$ cat src/rtl/uart_int_pkg.sv
// Shared types and constants for the UART interrupt controller.
package uart_int_pkg;

  typedef enum logic [1:0] {
    IDLE   = 2'd0,
    ACCUM  = 2'd1,
    ASSERT = 2'd2
  } int_state_e;

  localparam int unsigned DEF_NUM_SRC = 6;
  localparam int unsigned DEF_CNT_W   = 8;
  localparam int unsigned DEF_TMO_W   = 16;

  localparam int unsigned PE      = 0;
  localparam int unsigned FE      = 1;
  localparam int unsigned BRK     = 2;
  localparam int unsigned TX_OV   = 3;
  localparam int unsigned RX_OV   = 4;
  localparam int unsigned RX_DATA = 5;

endpackage

$ cat src/rtl/uart_int_src.sv
// One interrupt source: edge/level detection and a sticky pending bit.
module uart_int_src (
  input  logic pclk,
  input  logic presetn,
  input  logic src_i,
  input  logic mode_i,
  input  logic clr_i,
  output logic set_o,
  output logic pend_o,
  output logic nxt_pend_o
);

  logic src_q;

  assign set_o      = mode_i ? (src_i & ~src_q) : src_i;
  // Set takes priority over a clear landing in the same cycle.
  assign nxt_pend_o = set_o | (pend_o & ~clr_i);

  always_ff @(posedge pclk or negedge presetn) begin
    if (!presetn) begin
      src_q  <= 1'b0;
      pend_o <= 1'b0;
    end else begin
      src_q  <= src_i;
      pend_o <= nxt_pend_o;
    end
  end

endmodule

$ cat src/rtl/uart_int_ctrl.sv
// UART interrupt controller: sticky pending bits, masking and event/timeout
// coalescing in front of a single registered interrupt request.
module uart_int_ctrl
  import uart_int_pkg::*;
#(
  parameter int unsigned NUM_SRC = DEF_NUM_SRC,
  parameter int unsigned CNT_W   = DEF_CNT_W,
  parameter int unsigned TMO_W   = DEF_TMO_W
) (
  input  logic               pclk,
  input  logic               presetn,
  input  logic [NUM_SRC-1:0] src_i,
  input  logic [NUM_SRC-1:0] mode_i,
  input  logic [NUM_SRC-1:0] en_i,
  input  logic               clr_we_i,
  input  logic [NUM_SRC-1:0] clr_i,
  input  logic [CNT_W-1:0]   coal_thr_i,
  input  logic [TMO_W-1:0]   coal_tmo_i,
  output logic [NUM_SRC-1:0] raw_sts_o,
  output logic [NUM_SRC-1:0] msk_sts_o,
  output logic [CNT_W-1:0]   evt_cnt_o,
  output logic               irq_o
);

  logic [NUM_SRC-1:0] set_vec;
  logic [NUM_SRC-1:0] nxt_pend;

  for (genvar i = 0; i < NUM_SRC; i++) begin : g_src
    uart_int_src u_src (
      .pclk       (pclk),
      .presetn    (presetn),
      .src_i      (src_i[i]),
      .mode_i     (mode_i[i]),
      .clr_i      (clr_we_i & clr_i[i]),
      .set_o      (set_vec[i]),
      .pend_o     (raw_sts_o[i]),
      .nxt_pend_o (nxt_pend[i])
    );
  end

  assign msk_sts_o = raw_sts_o & en_i;

  int_state_e       state;
  logic [CNT_W-1:0] cnt;
  logic [TMO_W-1:0] tmr;

  logic             new_evt;
  logic             nxt_msk_any;
  logic [CNT_W-1:0] cnt_upd;
  logic [TMO_W-1:0] tmr_upd;
  logic             thr_hit;
  logic             tmo_hit;
  logic             no_coal;

  always_comb begin
    new_evt     = |(set_vec & en_i & ~raw_sts_o);
    nxt_msk_any = |(nxt_pend & en_i);
    cnt_upd     = cnt;
    if (new_evt && (cnt != '1)) cnt_upd = cnt + 1'b1;
    tmr_upd     = tmr + 1'b1;
    thr_hit     = (cnt_upd >= coal_thr_i);
    tmo_hit     = (coal_tmo_i != '0) && (tmr_upd == coal_tmo_i);
    no_coal     = (coal_thr_i <= CNT_W'(1));
  end

  // irq_o tracks the state being entered so it rises on the same edge.
  always_ff @(posedge pclk or negedge presetn) begin
    if (!presetn) begin
      state <= IDLE;
      cnt   <= '0;
      tmr   <= '0;
      irq_o <= 1'b0;
    end else begin
      case (state)
        IDLE: begin
          if (new_evt) begin
            if (no_coal) begin
              state <= ASSERT;
              irq_o <= 1'b1;
            end else begin
              state <= ACCUM;
              cnt   <= CNT_W'(1);
              tmr   <= '0;
            end
          end
        end
        ACCUM: begin
          if (!nxt_msk_any) begin
            state <= IDLE;
            cnt   <= '0;
            tmr   <= '0;
            irq_o <= 1'b0;
          end else begin
            cnt <= cnt_upd;
            tmr <= tmr_upd;
            if (thr_hit || tmo_hit) begin
              state <= ASSERT;
              irq_o <= 1'b1;
            end
          end
        end
        ASSERT: begin
          if (!nxt_msk_any) begin
            state <= IDLE;
            cnt   <= '0;
            tmr   <= '0;
            irq_o <= 1'b0;
          end
        end
        default: begin
          state <= IDLE;
          cnt   <= '0;
          tmr   <= '0;
          irq_o <= 1'b0;
        end
      endcase
    end
  end

  assign evt_cnt_o = cnt;

endmodule
$ cat config.mk
export PLATFORM = sky130hd
export DESIGN_NAME = uart_int_ctrl
export DESIGN_NICKNAME = d
export VERILOG_FILES = /design/src/rtl/uart_int_pkg.sv /design/src/rtl/uart_int_src.sv /design/src/rtl/uart_int_ctrl.sv
export SDC_FILE = /design/constraint.sdc
export NUM_CORES = 1
export LEC_CHECK = 0
export BUFFER_PORTS_ARGS = -buffer_cell sky130_fd_sc_hd__buf_2
export CAP_MARGIN = 10
export CORE_UTILIZATION = 30
export CTS_CLUSTER_DIAMETER = 80
export DETAILED_ROUTE_END_ITERATION = 10
export RECOVER_POWER = 25
export SETUP_SLACK_MARGIN = 0.3
export SYNTH_ARGS = -nofsm -noshare
export SYNTH_HDL_FRONTEND = slang
export SYNTH_SLANG_ARGS = --single-unit
$ cat constraint.sdc
create_clock -name pclk -period 3.8 [get_ports pclk]
set_input_delay 0.76 -clock pclk [delete_from_list [all_inputs] [get_ports pclk]]
set_output_delay 0.76 -clock pclk [all_outputs]
set_load 0.01 [all_outputs]
## Yosys cells after proc, flatten, opt, wreduce, memory -nomap -nowiden

Index checks and enable logic that the tools add are counted.

- Register bits after elaboration: 39
- Input bits: 51
- Output and inout bits: 21

- Add/sub/neg operators: 2
- Magnitude comparators: 2
- Eq/ne operators: 9
- Mux-type cells: 29
- Bitwise gates (word level): 41
- Reductions and logical operators: 10

Operators with widths:

| operator | number |
|---|---|
| two-way mux 16 bit | 4 |
| one-hot mux 16 bit (3 select lines) | 1 |
| two-way mux 8 bit | 5 |
| bitwise AND 6 bit | 4 |
| one-hot mux 8 bit (3 select lines) | 1 |
| bitwise AND 1 bit | 18 |
| adder 16 x 1 -> 16 bit (second input constant) | 1 |
| equality test 16 bit | 1 |
| nonzero test 16 bit | 1 |
| inverter 1 bit | 12 |
| OR reduction 6 bit | 2 |
| two-way mux 1 bit | 11 |
| two-way mux 2 bit | 5 |
| adder 8 x 1 -> 8 bit (second input constant) | 1 |
| greater-or-equal comparator 8 bit | 1 |
| <= comparator 8 x 1 -> 1 bit (second input constant) | 1 |
| inequality test 2 bit (second input constant) | 4 |
| inequality test 8 bit (second input constant) | 1 |
| inverter 6 bit | 1 |
| bitwise OR 1 bit | 6 |
| one-hot mux 2 bit (3 select lines) | 1 |
| AND reduction 3 bit | 2 |
| AND reduction 4 bit | 1 |
| inequality test 3 bit (second input constant) | 1 |
| other kinds (6) | 7 |

## Depth between registers and ports, before layout

- Word-level depth: 13
- Gate-level depth with buffers: 14
- Depth with buffers taken out: 13

## Cells and area by module

Synthesis repeated with hierarchy kept, for this count alone.

- Cell total of the unflattened synthesis: 319
- Area, all modules: 2894.0 µm²

Modules (own cells, without submodules):

| module | instances | cells each | area each (µm²) | seq. area each (µm²) |
|---|---|---|---|---|
| uart_int_ctrl | 1 | 289 | 2458.6 | 675.6 |
| uart_int_src | 6 | 5 | 72.6 | 50.0 |

## Worst setup path before layout

OpenSTA, ideal clock, no wires.

- Path type: input -> register
- Start point: input src_i[3]
- End point: register irq_o
- Library setup time: 0.138 ns
- Arrival: 3.132 ns
- Required time: 3.662 ns
- Setup slack: 0.530 ns
- Stages on the path: 14
- Cells stage by stage: a21boi_0 > nand2_1 > o221a_2 > a21oi_1 > buf_2 > nand4_1 > xnor2_1 > ha_1 > a21o_1 > a21o_1 > a21oi_1 > o21ai_0 > a41oi_1 > o211ai_1

- Word-level cells in the longest chain between the ends: 11

RTL lines:

| element | RTL line | text |
|---|---|---|
| start, declared | uart_int_ctrl.sv:12 | `input logic [NUM_SRC-1:0] src_i,` |
| bitwise AND 1 bit | uart_int_src.sv:15 | `assign set_o = mode_i ? (src_i & ~src_q) : src_i;` |
| two-way mux 1 bit * | uart_int_src.sv:15 |  |
| bitwise AND 6 bit (2 in a row) | uart_int_ctrl.sv:56 | `new_evt = \|(set_vec & en_i & ~raw_sts_o);` |
| OR reduction 6 bit | uart_int_ctrl.sv:56 |  |
| logical AND 1 bit | uart_int_ctrl.sv:59 | `if (new_evt && (cnt != '1)) cnt_upd = cnt + 1'b1;` |
| two-way mux 8 bit | uart_int_ctrl.sv:59 |  |
| greater-or-equal comparator 8 bit | uart_int_ctrl.sv:61 | `thr_hit = (cnt_upd >= coal_thr_i);` |
| logical OR 1 bit | uart_int_ctrl.sv:96 | `if (thr_hit \|\| tmo_hit) begin` |
| inequality test 3 bit (no source line) | n/a |  |
| AND reduction 4 bit (no source line) | n/a |  |
| end signal, assigned | uart_int_ctrl.sv:72 | `irq_o <= 1'b0;` |
| end signal, assigned | uart_int_ctrl.sv:98 | `irq_o <= 1'b1;` |
| end signal, assigned | uart_int_ctrl.sv:107 | `irq_o <= 1'b0;` |
| end, declared | uart_int_ctrl.sv:22 | `output logic irq_o` |

Every way passes the cells marked *; elsewhere a longest branch is shown, timed or not.
A chain may end at the register's enable or synchronous reset.

## Final worst setup path

Same ends and word-level chain as after synthesis.

==> out/qor.yml <==
avgSynthCellArea_um2: 8.50
ys_warn_count: 0
finalNetCount: 461
final_util_pct: 36.7
synth_area_um2: 2850
h-tree-depth: 2
worst_setup_path_end_kind: "flip-flop"
start_kind: "primary input"
dieArea_um2: 9890
clkSlewWorstSetupHoldPaths_ns: 0.08
syn_nets: 396
slowest_stage: "o221a_2"
synth_cells: 335
vias_per_cell: 5.20
failed_checks: "max-capacitance violations, max-slew violations"
fin_worst_skew_ns: 0.00960
maxCapViolCount: 1
relSlewSlack_pct: -46.6
grt_max_degree: 40
status: "finished, violations left"
regArea_um2: 976
fillers: 953
setup_tns_ns: 0
crit_path_max_fanout: 11
synth_edf_count: 0
first_pass_iters: 4
yosysUniqueCellTypes: 54
antenna_found_initial: 0
most-common-layout-cells: "buf_2 (67), dfrtp_1 (39), nor2_1 (33), o21ai_0 (29), nand2_1 (23)"
p_per_area_nw_per_um2: 434
arrival_ns: 3.35
hold_buffers: 0
gp_congestion: 0.842
hold_viol_final: 0
min_path_type: "reg -> reg"
num_antenna_cells: 0
grt_pass1_vias: 2646
synth_ff_type: "dfrtp_1"
path_cells: "buf_2 > a21boi_1 > nand2_1 > o221a_2 > a21oi_1 > buf_4 > nand4_1 > xnor2_1 > ha_1 > a21o_1 > a21o_1 > a21oi_1 > o21ai_0 > a41oi_1 > o211ai_1"
initialDrtViolationCount: 172
multi_input_area_um2: 1740
tritoncts: "yes"
overflow: 0
critPathKind: "in -> reg"
drt-total-wl_mm: 7.38
fp.dieW_um: 99.4
rows: 35
rsz0062_at_grt: "false"
slew_violations: 40
ant_nets: 0
critPathBufInv: 2
fmax_ghz: 0.314
chipHeight_um: 99.4
grt_use_total_pct: 16.0
cts.sinks: 39
wire_per_inst_um: 14.4
core_area_um2: 9200
cpLargestDelayFamily: "compound AO/OA/AOI/OAI gates"
peakVddDrop_mv: 0.141
dp_hpwl_mm: 5.53
worstSkewPairLatency_ns: 0.29
post_cts_buffers: 0
hold_start: "g_src[2].u_src.pend_o"
r2r_start: "evt_cnt_o[3]"
mostFrequentLayoutCell: "buf_2"
root_buffer: "clkbuf_8"
layout-drive-gt1-share_pct: 22.9
num_vias: 2664
drcViolationCount: 0
grt_pass1_wl_mm: 12.7
critPathMaxStageDelay_ns: 0.30
clock_path_buffers: 2
finalCritPeriodShare_pct: 83.8
syn_to_final_growth_pct: 18.7
p_leak_uw: 0.00152
num_io_pins: 72
async_reset_ff_share_pct: 100
tightestPinTransition_ns: 2.20
cts_buffers: 5
start_util_pct: 31.0
setup_viol: 0
startpoint: "src_i[3]"
crit_required_ns: 3.97
seq_area_frac_synth_pct: 34.3
cts_resized: 0
timing.final.crit_period_ns: 3.18
io_buffer_count: 71
ys_seq_elements: 39
[metrics by stage]
| step | power (uW) | hold WS, ns | std cells | worst slack (ns) | instance area, um2 |
|---|---|---|---|---|---|
| floorplan | 977 | 0.464 | 335 | 0.530 | 2850 |
| global placement | 1150 | 0.521 | 504 | 0.326 | 3280 |
| detailed placement | 1160 | 0.515 | 504 | 0.241 | 3280 |
| CTS | 1490 | 0.535 | 512 | 0.541 | 3380 |
| global route | 1600 | 0.567 | 512 | 0.348 | 3380 |
| finish | 1470 | 0.532 | 512 | 0.616 | 3380 |
[Yosys cell counts, types with 2 or more instances]
cell type  number  share of area [%]
and3_1          6                1.3
nor2_1         33                4.3
dfrtp_1        39                 34
a32oi_1         3               0.92
clkbuf_1        7               0.92
or3_1           6                1.3
nor2b_1         6                1.3
a22oi_1         3               0.79
a21oi_1        17                3.0
buf_2           2               0.35
a211oi_1        3               0.79
mux2_2          2               0.79
o21ai_0        29                5.1
a21o_1          8                2.1
nand3_1        16                2.8
a22o_1          6                1.8
mux2i_1         2               0.70
buf_4           7                1.8
nand2b_1        5                1.1
ha_1           10                4.4
nor4_1          7                1.5
nand4_1        12                2.6
and2_1          9                2.0
o31ai_1         5                1.3
and3b_1         2               0.62
o21a_1          2               0.53
a21boi_0        4                1.1
xnor2_1        19                5.8
xor2_1          6                1.8
a31oi_1         2               0.44
inv_1          12                1.6
nand2_1        23                3.0
[power by group]
group / switching, uW / leakage [uW] / total [uW] / internal [uW]
sequential: 107 / 0.000497 / 578 / 471
clock: 148 / 0.0000515 / 314 / 166
combinational: 330 / 0.000973 / 576 / 246
total: 585 / 0.00152 / 1470 / 883
[path summary, 6_finish.rpt]
check                                   endpoint  slack, ns  cells past startpoint
max in group asynchronous                tmr[15]       1.43                      1
setup reg to reg                           irq_o       0.74                     14
hold reg to reg            g_src[2].u_src.pend_o       0.53                      1
setup / recovery                           irq_o       0.62                     15
hold / removal             g_src[2].u_src.pend_o       0.53                      1
min in group asynchronous   g_src[3].u_src.src_q       1.11                      1
[per-layer routing]
metal / GRT usage, % / vias up / part of all wire (%)
met2: 25.5 / 64 / 46
li1: - / 1345 / -
met5: 0 / - / 0
met3: 3.16 / 4 / 3.8
met1: 22.0 / 1251 / 49
met4: 4.98 / 0 / 0.93
[kinds of logic after synthesis]
group           share of synthesized area (%)
buf+inv                                  5.10
mux                                      1.49
xor+xnor                                 7.69
flops                                    34.3
compound gates                           20.6
simple gates                             26.5
fa+ha+maj                                4.39
[sequential cells by signal (all words and copies together), names as in the netlist]
signal,count
tmr,16
evt_cnt_o,8
g_src.u_src.pend_o,6
g_src.u_src.src_q,6
state,2
irq_o,1
[cell type report]
type / instances / share of cell area [%]
sequential: 39 / 28.9
timing repair buffer: 75 / 11.3
tap: 111 / 4.11
inverter: 12 / 1.33
clock buffer: 8 / 2.96
multi-input combinational: 267 / 51.5
[worst register-to-register path: cells and delay by family, from the launching register on]
family	cells	cell delay, ns
AOI/OAI and AO/OA	7	1.03
adders and majority gates	1	0.29
buffers and inverters	1	0.20
DFF	1	0.45
xor gates and xnor gates	1	0.17
and+or+nand+nor	4	0.79
Note: power is estimated with default switching activity, not from simulation.
